$ cat src/rtl/rr_arb_mux.sv
// rr_arb_mux: funnels N_CH valid/ready producers into one registered output stream; round-robin
// arbitration by default, fixed lowest-index priority when RR_ARB_MUX_FIXED_PRIO_EN is defined.
// Latency: one cycle from input handshake to out_valid; one word per cycle with out_ready held high.
// Backpressure: while a word is held (out_valid && !out_ready) every in_ready is low.
module rr_arb_mux #(
    parameter int N_CH = 8,
    parameter int DW   = 8,
    localparam int SELW = $clog2(N_CH)
) (
    input  logic                 clk,
    input  logic                 rst_n,
    input  logic [N_CH-1:0]      in_valid,
    input  logic [N_CH*DW-1:0]   in_data,
    output logic [N_CH-1:0]      in_ready,
    output logic                 out_valid,
    output logic [DW-1:0]        out_data,
    output logic [SELW-1:0]      out_ch,
    input  logic                 out_ready
);

    logic            load;
    logic            gnt_vld;
    logic [SELW-1:0] gnt_idx;
    logic [DW-1:0]   gnt_dat;
    logic            out_vld_q, out_vld_d;
    logic [DW-1:0]   out_dat_q, out_dat_d;
    logic [SELW-1:0] out_ch_q, out_ch_d;

    // Consuming the held word frees the register for a refill on the same edge.
    assign load = !out_vld_q || out_ready;

`ifdef RR_ARB_MUX_FIXED_PRIO_EN
    always_comb begin
        gnt_vld = 1'b0;
        gnt_idx = '0;
        for (int i = N_CH - 1; i >= 0; i--) begin
            if (in_valid[i]) begin
                gnt_vld = 1'b1;
                gnt_idx = SELW'(i);
            end
        end
    end
`else
    logic [SELW-1:0] ptr_q, ptr_d;

    always_comb begin
        int idx;
        gnt_vld = 1'b0;
        gnt_idx = '0;
        idx     = 0;
        for (int k = 0; k < N_CH; k++) begin
            // ptr_q < N_CH, so a single subtraction keeps the scan index in range.
            idx = int'(ptr_q) + k;
            if (idx >= N_CH) idx = idx - N_CH;
            if (!gnt_vld && in_valid[SELW'(idx)]) begin
                gnt_vld = 1'b1;
                gnt_idx = SELW'(idx);
            end
        end
    end

    always_comb begin
        ptr_d = ptr_q;
        if (load && gnt_vld) begin
            ptr_d = (gnt_idx == SELW'(N_CH - 1)) ? '0 : gnt_idx + SELW'(1);
        end
    end

    always_ff @(posedge clk or negedge rst_n) begin
        if (!rst_n) begin
            ptr_q <= '0;
        end else begin
            ptr_q <= ptr_d;
        end
    end
`endif

    always_comb begin
        gnt_dat  = '0;
        in_ready = '0;
        for (int i = 0; i < N_CH; i++) begin
            if (gnt_vld && (gnt_idx == SELW'(i))) begin
                gnt_dat     = in_data[i*DW +: DW];
                in_ready[i] = load;
            end
        end
    end

    always_comb begin
        out_vld_d = out_vld_q;
        out_dat_d = out_dat_q;
        out_ch_d  = out_ch_q;
        if (load) begin
            out_vld_d = gnt_vld;
            if (gnt_vld) begin
                out_dat_d = gnt_dat;
                out_ch_d  = gnt_idx;
            end
        end
    end

    always_ff @(posedge clk or negedge rst_n) begin
        if (!rst_n) begin
            out_vld_q <= 1'b0;
            out_dat_q <= '0;
            out_ch_q  <= '0;
        end else begin
            out_vld_q <= out_vld_d;
            out_dat_q <= out_dat_d;
            out_ch_q  <= out_ch_d;
        end
    end

    assign out_valid = out_vld_q;
    assign out_data  = out_dat_q;
    assign out_ch    = out_ch_q;

endmodule

$ cat config.mk
export PLATFORM = sky130hd
export DESIGN_NAME = rr_arb_mux
export DESIGN_NICKNAME = d
export VERILOG_FILES = /design/src/rtl/rr_arb_mux.sv
export SDC_FILE = /design/constraint.sdc
export NUM_CORES = 1
export LEC_CHECK = 0
export BUFFER_PORTS_ARGS = -buffer_cell sky130_fd_sc_hd__buf_2
export CAP_MARGIN = 20
export CORE_ASPECT_RATIO = 1.5
export CORE_MARGIN = 3
export CORE_UTILIZATION = 30
export DETAILED_ROUTE_END_ITERATION = 16
export SLEW_MARGIN = 10
export SYNTH_ARGS = -nofsm -noshare
export SYNTH_HDL_FRONTEND = slang
export SYNTH_SLANG_ARGS = --single-unit
$ cat constraint.sdc
create_clock -name clk -period 9.4 [get_ports clk]
set_input_delay 1.41 -clock clk [delete_from_list [all_inputs] [get_ports clk]]
set_output_delay 1.41 -clock clk [all_outputs]
set_load 0.02 [all_outputs]
Word level (Yosys, flattened, before mapping)
Cells that the tools add are included.
{ "totals": {"latch_bits": 0, "romBits": 0, "n_memories": 0, "register_bits": 15, "wordCells": 135, "inputBits": 75, "output_inout_bits": 20, "ramBits": 0} }
{ "op_classes": {"eq_ne": 7, "n_div": 0, "n_shift": 0, "n_mul": 0, "order_cmp": 16, "n_mux": 65, "reduce_logical": 27, "n_addsub": 16, "n_bitwise": 0} }
{ "op_table": {"columns": ["cell", "n"], "rows": [
  ["two-way mux 8 bit", 8],
  ["two-way mux 3 bit", 17],
  ["< comparator 3 x 5 -> 1 bit, second input constant", 8],
  ["two-way mux 1 bit", 32],
  [">= comparator 4 bit, second input constant", 7],
  ["binary-select mux 1 bit (select 3 bit)", 8],
  ["subtractor 3 x 1 -> 3 bit, second input constant", 8],
  ["adder 3 x 3 -> 4 bit, second input constant", 4],
  ["logical AND 1 bit", 16],
  ["== test 3 bit, second input constant", 4],
  ["adder 3 x 2 -> 4 bit, second input constant", 2],
  ["logical NOT 1 bit", 8],
  ["== test 3 x 2 -> 1 bit, second input constant", 2],
  ["adder 3 x 1 -> 4 bit, second input constant", 1],
  [">= comparator 3 x 4 -> 1 bit, second input constant", 1],
  ["adder 3 x 1 -> 3 bit, second input constant", 1],
  ["== test 3 x 1 -> 1 bit, second input constant", 1],
  ["logical NOT 3 bit", 1],
  ["AND reduction 2 bit", 1],
  ["logical OR 1 bit", 1]
]} }

Depth between registers and ports, before layout
{ "logic_depth": {"word_depth": 37, "mapped_depth": 21, "ltp_nobuf": 16} }

Least setup slack after synthesis
OpenSTA, ideal clock, no wires.
{ "synth_timing": {"kind": "register -> output", "startpoint": "register ptr_q[0]", "endpoint": "output port in_ready[7]", "t_required_ps": 7990, "path_stages_with_launch": 18, "arrival_time_ps": 4706, "path_buffers": 5, "slack_ps": 3284, "path_cell_list": "dfrtp_1 -> buf_6 -> clkbuf_1 -> inv_1 -> ha_1 -> buf_2 -> mux2_1 -> mux4_2 -> or4_4 -> buf_6 -> and4bb_2 -> nor3_1 -> o22ai_1 -> ha_1 -> ha_1 -> clkbuf_1 -> inv_1 -> nor2_1"} }
{ "synth_via": {"elab_chain_cells": 30, "word_cells_on_any_way": 88, "cone_classes": "15 x add/sub; 8 x order compare; 1 x eq/ne; 49 x mux; 15 x reduce/logical"} }
{ "synth_lines": {"columns": ["item", "line_no", "rtl"], "rows": [
  ["start, declared", "44", "logic [SELW-1:0] ptr_q, ptr_d;"],
  ["start signal, assigned", "73", "ptr_q <= ptr_d;"],
  ["branches (longest 26 deep; another with adder 3 x 1 -> 4 bit)", null, null],
  ["two-way mux 3 bit *", "55", "if (!gnt_vld && in_valid[SELW'(idx)]) begin"],
  ["named net gnt_idx[0]", "23", "logic [SELW-1:0] gnt_idx;"],
  ["== test 3 bit *", "82", "if (gnt_vld && (gnt_idx == SELW'(i))) begin"],
  ["logical AND 1 bit *", "82", null],
  ["two-way mux 1 bit *", "82", null],
  ["end, declared", "14", "output logic [N_CH-1:0] in_ready,"]
]} }
Mark *: on every way through the listed nets, which the timed path passes. The select of a mux whose other input is x is not followed.

Worst setup path in the final report
Ends and elaborated chain as after synthesis.

==> metrics list <==
* Mean area per synthesized cell: 8.270 sq um
* Number of antenna-violating nets in the routed design: 0
- For this run, the top clock speed supported by timing is 146.0 MHz.
- Along the worst path, the maximum fanout reaches 22.
- Yosys top cell area share: 0.1528
- For this run, the detailed router's first-pass iteration total came to 4.
- Unique masters post-synth: 55
- The longest clock path from root to sink contains 2 buffers.
- Standard-cell rows: 39
- Max-capacitance violation count: 0
- Portion of the post-synthesis area used by sequential elements: 0.1528
- Final sum of negative setup slack: 0 ps
* Kind of start point of the critical path: register
- STA puts the critical path data required time at 7990 ps.
* Stage delay of the slowest cell on the critical path: 860 ps
- Yosys warning count: 0
- Setup repair after global routing missed its margin: no
- The number of gates resized after CTS was 0.
- The smallest clock period supported by the final layout is computed as 6849 ps.
- Summing every instance area after synthesis gives 2456 sq um.
* Fraction of registers with async set or reset after synthesis: 1.000
- The floorplan step set the die height to 116.8 microns.
- CP most frequent cell: ha_1
- Outcome: finished clean
* Flip-flop and latch count after synthesis: 15
* Total number of H-tree levels: 1
* Fraction of layout cells with a size suffix above 1: 0.3714
* N_diodes: 0
- Entering global routing, the biggest net connects 36 pins.
- Cell type contributing the most total cell area after synthesis: dfrtp_1
* FF+latch area: 375.4 sq um
* Most frequently used flop master after synthesis: dfrtp_1
- The congestion estimate from routability-driven global placement came to 0.8468.
- Port Buffers: 94
* Hold bufs inserted after CTS: 0
* Max-slew violation total from the final report: 0
- Synthesis handed over a netlist of 297 instances.
- Critical-path cell with the highest stage delay: dfrtp_1
* Iter 0 DRT Violations: 126
- TritonCTS created 3 clock buffers.
- The worst setup path is captured at an output pin.
- The first global-routing pass estimated 13010 microns of wire.
- In this run the tightest slew margin relative to its limit is 0.4625.
- After detailed routing, the average wire length per cell comes to 16.39 microns.
- In the post-synthesis netlist, the biggest area contributors are dfrtp_1 15%, mux4_2 8.3%, mux2_2 7.8%.
- STA puts the critical path data arrival time at 5440 ps.
* Number of hold-slack violations in the final timing report: 0
- Drc violations: 0
* Grt ovf: 0
- Type of the worst setup path: register to output pin
- The number of antenna violations at the first check in global routing was 0.
- EDFF count, synth: 0
- GR Util All Layers: 0.1738
- For this configuration, the core starts out at a cell density of 0.3146.
* Core region area: 7807 sq um
- Area of the multi-input gates: 1906 sq um
- The tree built by TritonCTS fans out to 15 sinks.
- Final-layout fill cell count: 844
- IO Count: 95
* Die Span X: 79.88 microns
- The die covers 9331 sq um.
- Final Routed Wirelength: 7850 microns
- Compared with the post-synthesis result, the final layout area differs by 24.25%.
* Number of nets in the finished design: 461
- Using the TritonRoute via totals, the vias-per-cell ratio works out to 5.424.
- Worst-Margin Slew: 806.3 ps
* Number of global-route vias before repair: 2668
- After clock tree synthesis, the clock-pin slew on the worst setup and hold paths is 50 ps.
* Clock tree from TritonCTS: built
* Clock network latency to the later pin of the worst-skew pair: 240 ps
- Clock Tree Root: clkbuf_16
- Worst-case clock skew: 1.039 ps
- Classification of the worst-slack hold path: register to register
* Post-CTS repair timing setup buffer count: 0
- Crit share post-route: 0.7286
- Setup violations remaining at the end of the flow were counted as 0.
* Synth Net Count: 380
* Vias: 2598
* Detailed placement HPWL: 6361 microns
* Cells traversed along the worst timing path: inv_1, ha_1, mux2_2, mux4_2, or4_4, and4bb_2, a2111oi_0, o22ai_1, ha_1, ha_1, inv_1, nor2_1, buf_2
-- stage by stage --
stage | utilization | std cells | setup slack (ps) | hold WS [ps] | instance area [sq um]
2_1_floorplan | - | 297 | 3284 | 594.9 | 2456
3_3_place_gp | 0.3808 | 475 | 2999 | 465.5 | 2973
3_5_place_dp | 0.3808 | 475 | 2844 | 469.5 | 2973
4_1_cts | 0.3909 | 479 | 2561 | 487.7 | 3052
5_1_grt | 0.3909 | 479 | 2170 | 516.6 | 3052
6_report | 0.3909 | 479 | 2551 | 481.7 | 3052
-- worst max-delay path: cells and delay by family, from the launching register on --
kind                       cells  cell delay, ps
DFF                            1             860
adders and majority gates      3            1340
buffers and inverters          3             560
and+or+nand+nor                3            1070
muxes                          2             910
AOI/OAI and AO/OA              2             460
-- final cells by class --
cell class | count | area share
well taps | 102 | 0.04182
repair buffers | 97 | 0.1615
inverters | 19 | 0.02337
flip-flops and latches | 15 | 0.1230
multi-input cells | 242 | 0.6244
clock buffers | 4 | 0.02583
-- per-layer routing --
layer	GRT usage	up-vias	wire [microns]
met2	0.3147	96	4161
met3	0.01838	12	390
li1	-	1284	-
met4	0.05524	0	182
met5	0	-	0
met1	0.2138	1206	3115
-- cell usage after synthesis, drive strengths merged (2+ instances only) --
master and n:
buf 7, a221o 2, nand2 38, a221oi 15
o211ai 2, mux2i 3, o31ai 4, mux2 19
nor3 4, a32o 2, dfrtp 15, o311ai 2
o2bb2ai 6, a31oi 3, a22oi 2, o21bai 6
o22a 2, o21ai 20, o32ai 2, ha 8
inv 19, nor2 26, a21o 4, mux4 13
xnor2 3, nor2b 2, and2 7, clkbuf 14
o2111a 3, a21oi 16, nand2b 13, o22ai 3
-- cells in the final DEF (no fill, tap or decap), types with 7 or more instances in the layout --
| cell | synthesis | routed |
|---|---|---|
| nor2_1 | 26 | 26 |
| buf_2 | 2 | 94 |
| nand2_1 | 38 | 38 |
| a21oi_1 | 16 | 16 |
| dfrtp_1 | 15 | 15 |
| nand2b_1 | 13 | 13 |
| a221oi_1 | 14 | 14 |
| ha_1 | 8 | 8 |
| inv_1 | 19 | 19 |
| mux2_2 | 17 | 17 |
| and2_1 | 7 | 7 |
| o21ai_0 | 18 | 18 |
| mux4_2 | 9 | 9 |
-- state kept, by name, summed over array words and instances (netlist names) --
register	cells
out_data	8
out_ch	3
ptr_q	3
out_valid	1
-- final timing paths --
path	startpoint	end	slack, ps	depth (start not counted)
worst max-delay path	ptr_q[0]$_DFFE_PN0P_	in_ready[7]	2550	13
worst min-delay path	out_ch[2]$_DFFE_PN0P_	out_ch[2]$_DFFE_PN0P_	480	1
worst max register to register	ptr_q[0]$_DFFE_PN0P_	out_data[5]$_DFFE_PN0P_	3270	14
worst min register to register	out_ch[2]$_DFFE_PN0P_	out_ch[2]$_DFFE_PN0P_	480	1
max in group asynchronous	rst_n	ptr_q[1]$_DFFE_PN0P_	8070	1
min in group asynchronous	rst_n	out_ch[2]$_DFFE_PN0P_	1070	1
-- kinds of logic after synthesis --
kind of cell | count (synthesis) | synth area share
xor gates and xnor gates | 4 | 0.01427
adders and majority gates | 8 | 0.04076
DFF | 15 | 0.1528
buffers and inverters | 40 | 0.07132
AOI/OAI and AO/OA | 101 | 0.3184
muxes | 35 | 0.2262
and+or+nand+nor | 94 | 0.1763
Power is left out: the tool's default activity adds up to more than one toggle a clock period on the data nets, which glitch-free logic cannot reach.
